`src/rtl/sprite_mem_pkg.sv`:
```
// rtl/sprite_mem_pkg.sv - shared constants and helpers for the sprite memory arbiter
// Contents: bank selects, requester ids, sprite memory geometry, id to one-hot helper.
package sprite_mem_pkg;

    localparam logic MEM_SEL_FROG = 1'b0;
    localparam logic MEM_SEL_CAR  = 1'b1;

    localparam int REQ_FROG = 0;
    localparam int REQ_CAR  = 1;

    localparam int SPRITE_ADDR_W = 10;
    localparam int SPRITE_DATA_W = 9;

    // Requester id to the one-hot form used on o_rd_gnt / o_rd_valid.
    function automatic logic [1:0] req_onehot(input logic id);
        return id ? 2'b10 : 2'b01;
    endfunction

endpackage

```
`src/rtl/rr_arb2.sv`:
```
// rtl/rr_arb2.sv - two-way round-robin arbiter with registered last-grant pointer
// Ports: i_Clk, i_Reset (sync, active-high), req[1:0] requests, en pointer-update enable,
//        gnt[1:0] combinational one-hot grant.
module rr_arb2
    import sprite_mem_pkg::*;
(
    input  logic       i_Clk,
    input  logic       i_Reset,
    input  logic [1:0] req,
    input  logic       en,
    output logic [1:0] gnt
);

    // Id of the requester served last; reset to REQ_CAR so REQ_FROG wins first.
    logic last_id;

    always_comb begin
        gnt = 2'b00;
        unique case (req)
            2'b01:   gnt = 2'b01;
            2'b10:   gnt = 2'b10;
            2'b11:   gnt = last_id ? 2'b01 : 2'b10;
            default: gnt = 2'b00;
        endcase
    end

    always_ff @(posedge i_Clk) begin
        if (i_Reset) begin
            last_id <= 1'(REQ_CAR);
        end else if (en && (|gnt)) begin
            last_id <= gnt[1];
        end
    end

endmodule

```
`src/rtl/sprite_mem_arbiter.sv`:
```
// rtl/sprite_mem_arbiter.sv - shares the dual-bank sprite memory among two readers and one writer
// Ports: i_Clk, i_Reset (sync, active-high); read side i_rd_req/addr/sel, o_rd_gnt, o_rd_valid,
//        o_rd_data; write side i_wr_req/addr/data/sel, o_wr_gnt; memory side registered
//        o_mem_* command outputs and i_mem_rdata (registered read data).
module sprite_mem_arbiter
    import sprite_mem_pkg::*;
#(
    parameter int ADDR_W       = SPRITE_ADDR_W,
    parameter int DATA_W       = SPRITE_DATA_W,
    parameter int WR_BURST_MAX = 4
) (
    input  logic              i_Clk,
    input  logic              i_Reset,
    input  logic [1:0]        i_rd_req,
    input  logic [ADDR_W-1:0] i_rd_addr0,
    input  logic [ADDR_W-1:0] i_rd_addr1,
    input  logic              i_rd_sel0,
    input  logic              i_rd_sel1,
    output logic [1:0]        o_rd_gnt,
    output logic [1:0]        o_rd_valid,
    output logic [DATA_W-1:0] o_rd_data,
    input  logic              i_wr_req,
    input  logic [ADDR_W-1:0] i_wr_addr,
    input  logic [DATA_W-1:0] i_wr_data,
    input  logic              i_wr_sel,
    output logic              o_wr_gnt,
    output logic              o_mem_write_en,
    output logic              o_mem_read_en,
    output logic [ADDR_W-1:0] o_mem_write_addr,
    output logic [ADDR_W-1:0] o_mem_read_addr,
    output logic [DATA_W-1:0] o_mem_write_data,
    output logic              o_mem_sel,
    input  logic [DATA_W-1:0] i_mem_rdata
);

    localparam int CNT_W = $clog2(WR_BURST_MAX + 1);
    localparam logic [CNT_W-1:0] BURST_CAP = CNT_W'(WR_BURST_MAX);

    logic             rd_pending;
    logic [1:0]       arb_gnt;
    logic [CNT_W-1:0] burst_cnt;
    logic             rd_any_gnt;
    logic             rd_gnt_id;

    // First tag stage: read issued to memory this cycle and who asked for it.
    logic             tag_vld;
    logic             tag_id;

    assign rd_pending = |i_rd_req;

    // Writes normally win; the burst cap only bites while some reader is waiting.
    assign o_wr_gnt = i_wr_req && ((burst_cnt < BURST_CAP) || !rd_pending);

    rr_arb2 u_rr_arb2 (
        .i_Clk   (i_Clk),
        .i_Reset (i_Reset),
        .req     (i_rd_req),
        .en      (!o_wr_gnt),
        .gnt     (arb_gnt)
    );

    assign o_rd_gnt   = o_wr_gnt ? 2'b00 : arb_gnt;
    assign rd_any_gnt = |o_rd_gnt;
    assign rd_gnt_id  = o_rd_gnt[REQ_CAR];
    assign o_rd_data  = i_mem_rdata;

    always_ff @(posedge i_Clk) begin
        if (i_Reset) begin
            burst_cnt <= '0;
        end else if (!rd_pending || rd_any_gnt) begin
            burst_cnt <= '0;
        end else if (o_wr_gnt && (burst_cnt < BURST_CAP)) begin
            burst_cnt <= burst_cnt + 1'b1;
        end
    end

    // Memory command registers: only one accept per cycle, so one shared bank select.
    always_ff @(posedge i_Clk) begin
        if (i_Reset) begin
            o_mem_write_en   <= 1'b0;
            o_mem_read_en    <= 1'b0;
            o_mem_write_addr <= '0;
            o_mem_read_addr  <= '0;
            o_mem_write_data <= '0;
            o_mem_sel        <= MEM_SEL_FROG;
        end else begin
            o_mem_write_en <= o_wr_gnt;
            o_mem_read_en  <= rd_any_gnt;
            if (o_wr_gnt) begin
                o_mem_write_addr <= i_wr_addr;
                o_mem_write_data <= i_wr_data;
                o_mem_sel        <= i_wr_sel;
            end else if (rd_any_gnt) begin
                o_mem_read_addr <= rd_gnt_id ? i_rd_addr1 : i_rd_addr0;
                o_mem_sel       <= rd_gnt_id ? i_rd_sel1 : i_rd_sel0;
            end
        end
    end

    // Tag pipeline: stage one tracks the read at the memory, stage two is o_rd_valid
    // itself, lined up with the memory's registered read data.
    always_ff @(posedge i_Clk) begin
        if (i_Reset) begin
            tag_vld    <= 1'b0;
            tag_id     <= 1'b0;
            o_rd_valid <= 2'b00;
        end else begin
            tag_vld    <= rd_any_gnt;
            tag_id     <= rd_gnt_id;
            o_rd_valid <= tag_vld ? req_onehot(tag_id) : 2'b00;
        end
    end

endmodule
```
`config.mk`:
```
export PLATFORM = sky130hd
export DESIGN_NAME = sprite_mem_arbiter
export DESIGN_NICKNAME = d
export VERILOG_FILES = /design/src/rtl/sprite_mem_pkg.sv /design/src/rtl/rr_arb2.sv /design/src/rtl/sprite_mem_arbiter.sv
export SDC_FILE = /design/constraint.sdc
export NUM_CORES = 1
export LEC_CHECK = 0
export CORE_AREA = 8 8 82 84
export DETAILED_ROUTE_END_ITERATION = 10
export DIE_AREA = 0 0 90 92
export PLACE_DENSITY = 0.66
export SETUP_SLACK_MARGIN = 0.4
export SLEW_MARGIN = 10
export SYNTH_ARGS = -nofsm -noshare
export SYNTH_HDL_FRONTEND = slang
export SYNTH_SLANG_ARGS = --single-unit
```
`constraint.sdc`:
```
create_clock -name i_Clk -period 1.8 [get_ports i_Clk]
set_input_delay 0.45 -clock i_Clk [delete_from_list [all_inputs] [get_ports i_Clk]]
set_output_delay 0.45 -clock i_Clk [all_outputs]
set_load 0.03 [all_outputs]
```
==> results.txt <==
Cells fill 47.04% of the core in the end. The tools report the maximum VDD drop as 0.0003633 V. The count of non-filler cells in the finished layout is 311. The clock passes through at most 2 buffers. Fill cells in the final layout number 544. The mapped netlist covers 1593 um^2.

The antenna diode instance count is 0, and the count of cell types in the netlist is 30. The class of the most critical setup path is flip-flop to output pin. After synthesis, flip-flops and latches occupy 49.02% of the total area. Summed over all cells, the static leakage comes to 1.099 nW.

Measured against its own limit, the worst slew margin works out to 80.20%. The final net count is 295, and the post-synthesis async set-or-reset flop share is 0%. Entering global routing, the biggest net connects 21 pins. After layout, the worst path uses 89.47% of the clock period. For this run, the top clock speed supported by timing is 621.0 MHz. The slowest stage of the critical path belongs to the cell sky130_fd_sc_hd__dfxtp_2. Final standard cell area without fillers: 2542 um^2.

The run finished with clean final reports. The floorplan has 27 rows. Instance count along the most critical hold path: 1.

The number of max-cap violations was 0. Startpoint type of the worst setup path: a flip-flop. The detailed-route via count is 1427. The floorplan step set the die height to 92 um. The tools report the total nets after synthesis as 206. The cell count after placement came out at 300. The wire-length estimate of the detail-placed layout is 3457 um. Counting I/O delays and the setup requirement, the final critical path takes 1.610 ns. The most used flip-flop cell after synthesis is sky130_fd_sc_hd__dfxtp_1.

The first global-routing pass estimated 7721 um of wire. Number of hold buffers added after CTS: 0. STA classifies the critical path endpoint as an output pin. For the pin with the worst max-slew slack, the measured transition is 0.2953 ns. At the later pin of the worst-skew pair, clock insertion delay measures 0.29 ns. The most numerous cell type found on the critical path is sky130_fd_sc_hd__nor2_4. Of the cells placed in the final design, the portion with a size suffix greater than 1 is 41.42%. Counting every sink on the clock net gives 39.

The pre-antenna-repair detailed-routing pass consisted of 3 iterations. The multi-input logic area is 719.4 um^2. The clock-pin slew reported for the worst setup and hold paths after clock tree synthesis works out to 0.08 ns. In this run, the number of DRC markers left after iteration 0 of detailed routing was 24.

Global routing used 11.41% of the available tracks. A synthesized cell averages 10.69 um^2. After synthesis the netlist holds a flip-flop and latch count of 39. Buffer type at the clock tree root: sky130_fd_sc_hd__clkbuf_8. For this run, the number of Yosys warnings is 0. The maximum level of the CTS H-tree is 2, and the final-report setup violation count is 0. The logs give 1.35 ns for the data required time at the worst endpoint and -0.2640 ns for the worst slack after detailed placement. The die boundary width works out to 90 um. The congestion estimate from routability-driven global placement came to 0.8077.

The number of antenna violations at the first check in global routing came out at 0. The global-route congestion overflow total is 0, and the largest driver fanout on the critical path is 3. The final max-slew violation count was 0. The average via count per standard cell works out to 4.588.

Once the floorplan was initialized, standard cells occupied 29.47% of the core. Number of cell instances on the worst register-to-register path: 4. The synthesized netlist cell count was 149; the core area was 5405 um^2. Yosys mapped a number of flops with a built-in enable equal to 0. TritonCTS built the clock tree. The critical path goes through and2b_2 > nor2_4 > nor2_4 > buf_6. In this run the tool buffered the top-level ports with 83 buffer cells. The total clock buffers created by CTS is 5.

Between clock sinks in the finished design, the worst skew comes to 0.004753 ns. The min-delay analysis places its worst path in the category flip-flop to flip-flop. The run gives 102 as the number of ports placed on the die boundary.

Setup repair after global routing could not meet its margin everywhere. The library cell used most frequently in the layout, excluding fill and tap cells, is sky130_fd_sc_hd__clkdlybuf4s50_1. The logs give 0.1896 ns for the worst setup margin and 785.8 um^2 for the area used by sequential logic in the layout. After detailed placement, the total cell area comes to 2515 um^2.

The library cells used most frequently in the layout, excluding fill and tap cells, are sky130_fd_sc_hd__clkdlybuf4s50_1, sky130_fd_sc_hd__dfxtp_1, sky130_fd_sc_hd__buf_2, sky130_fd_sc_hd__a22o_1, sky130_fd_sc_hd__buf_4. Relative to the synthesized area, the layout overhead comes to 59.62%. The run gives 0 as the number of design rule violations left after detail routing. Wires add up to 4684 um. In this design, the stage delay of the slowest critical-path cell is 0.34 ns.

The count of nets left with antenna violations once routing finished came out at 0. The number of hold-slack violations in the final timing report was 0. The signal arrival time at the worst endpoint was 1.16 ns; the die area was 8280 um^2. The via count of the first global-routing pass was 1565.

In the final routed layout, each cell accounts on average for 15.06 um. The power density over cell area came out at 843.0 nW/um^2.
## area by class of cell
type | count | share of cell area [%]
multi-input combinational | 88 | 28.30
tap | 72 | 3.543
clock buffer | 5 | 2.707
timing repair buffer | 102 | 32.53
sequential | 39 | 30.91
inverter | 2 | 0.2953
clock inverter | 3 | 1.722
## metrics by stage
| step | power, mW | TNS [ns] | hold WS, ns |
|---|---|---|---|
| floorplan | 1.260 | 0 | 0.3892 |
| global placement | 1.476 | -4.843 | 0.4059 |
| detailed placement | 1.480 | -5.464 | 0.4178 |
| CTS | 2.197 | 0 | 0.4321 |
| global route | 2.260 | 0 | 0.4594 |
| finish | 2.143 | 0 | 0.4279 |
## repair_timing
action                     in CTS  in global routing
pin swaps                       5                  3
setup endpoints to repair      72                 54
resized for setup             132                 63
setup buffers                   1                  2
## registers in the layout, indices dropped and copies added, names as in the netlist
| signal | cells |
|---|---|
| u_rr_arb2.last_id | 1 |
| tag_id | 1 |
| o_rd_valid | 2 |
| o_mem_write_en | 1 |
| o_mem_write_data | 9 |
| burst_cnt | 3 |
| o_mem_sel | 1 |
| o_mem_read_addr | 10 |
| tag_vld | 1 |
| o_mem_write_addr | 10 |
## routing by layer
metal / GRT usage (%) / routed length [um] / vias up
li1: - / - / 711
met1: 13.74 / 2115 / 640
met2: 17.61 / 2083 / 68
met3: 5.868 / 424 / 8
met4: 2.774 / 61 / 0
met5: 0 / 0 / -
## worst paths after layout
path / end / slack, ns / from
worst max-delay path: o_wr_gnt / 0.19 / burst_cnt[2]
worst min-delay path: o_rd_valid[0] / 0.43 / tag_id
worst max register to register: o_mem_read_addr[9] / 0.49 / u_rr_arb2.last_id
worst min register to register: o_rd_valid[0] / 0.43 / tag_id
## where the power goes
part,internal (mW),switching (mW),leakage [nW]
clock network,0.412,0.305,0.0581
logic,0.226,0.258,0.718
registers,0.915,0.0253,0.322
## worst max-delay path: cells and delay by family (launching register included)
family | cells | cell delay (ns)
simple gates | 3 | 0.41
buf+inv | 1 | 0.13
flops | 1 | 0.34
## cell usage after synthesis, drive strengths merged (2+ instances only)
master | n | area (um^2)
and3 | 2 | 17.52
dfxtp | 39 | 780.8
inv | 2 | 7.510
a22o | 19 | 166.4
nor2 | 4 | 15.01
buf | 20 | 152.6
a21oi | 12 | 60.06
a311oi | 10 | 143.9
nand2 | 21 | 98.85
and2 | 3 | 18.77
nor3 | 3 | 15.01
## cell families (layout without fill, tap and decap cells)
family / after synthesis / count (layout) / synth area share (%)
and+or+nand+nor: 40 / 40 / 13.43
adders and majority gates: 1 / 1 / 0.7854
AOI/OAI and AO/OA: 47 / 47 / 26.71
DFF: 39 / 39 / 49.02
buffers and inverters: 22 / 112 / 10.05
Power figures use the tool's default switching activity.
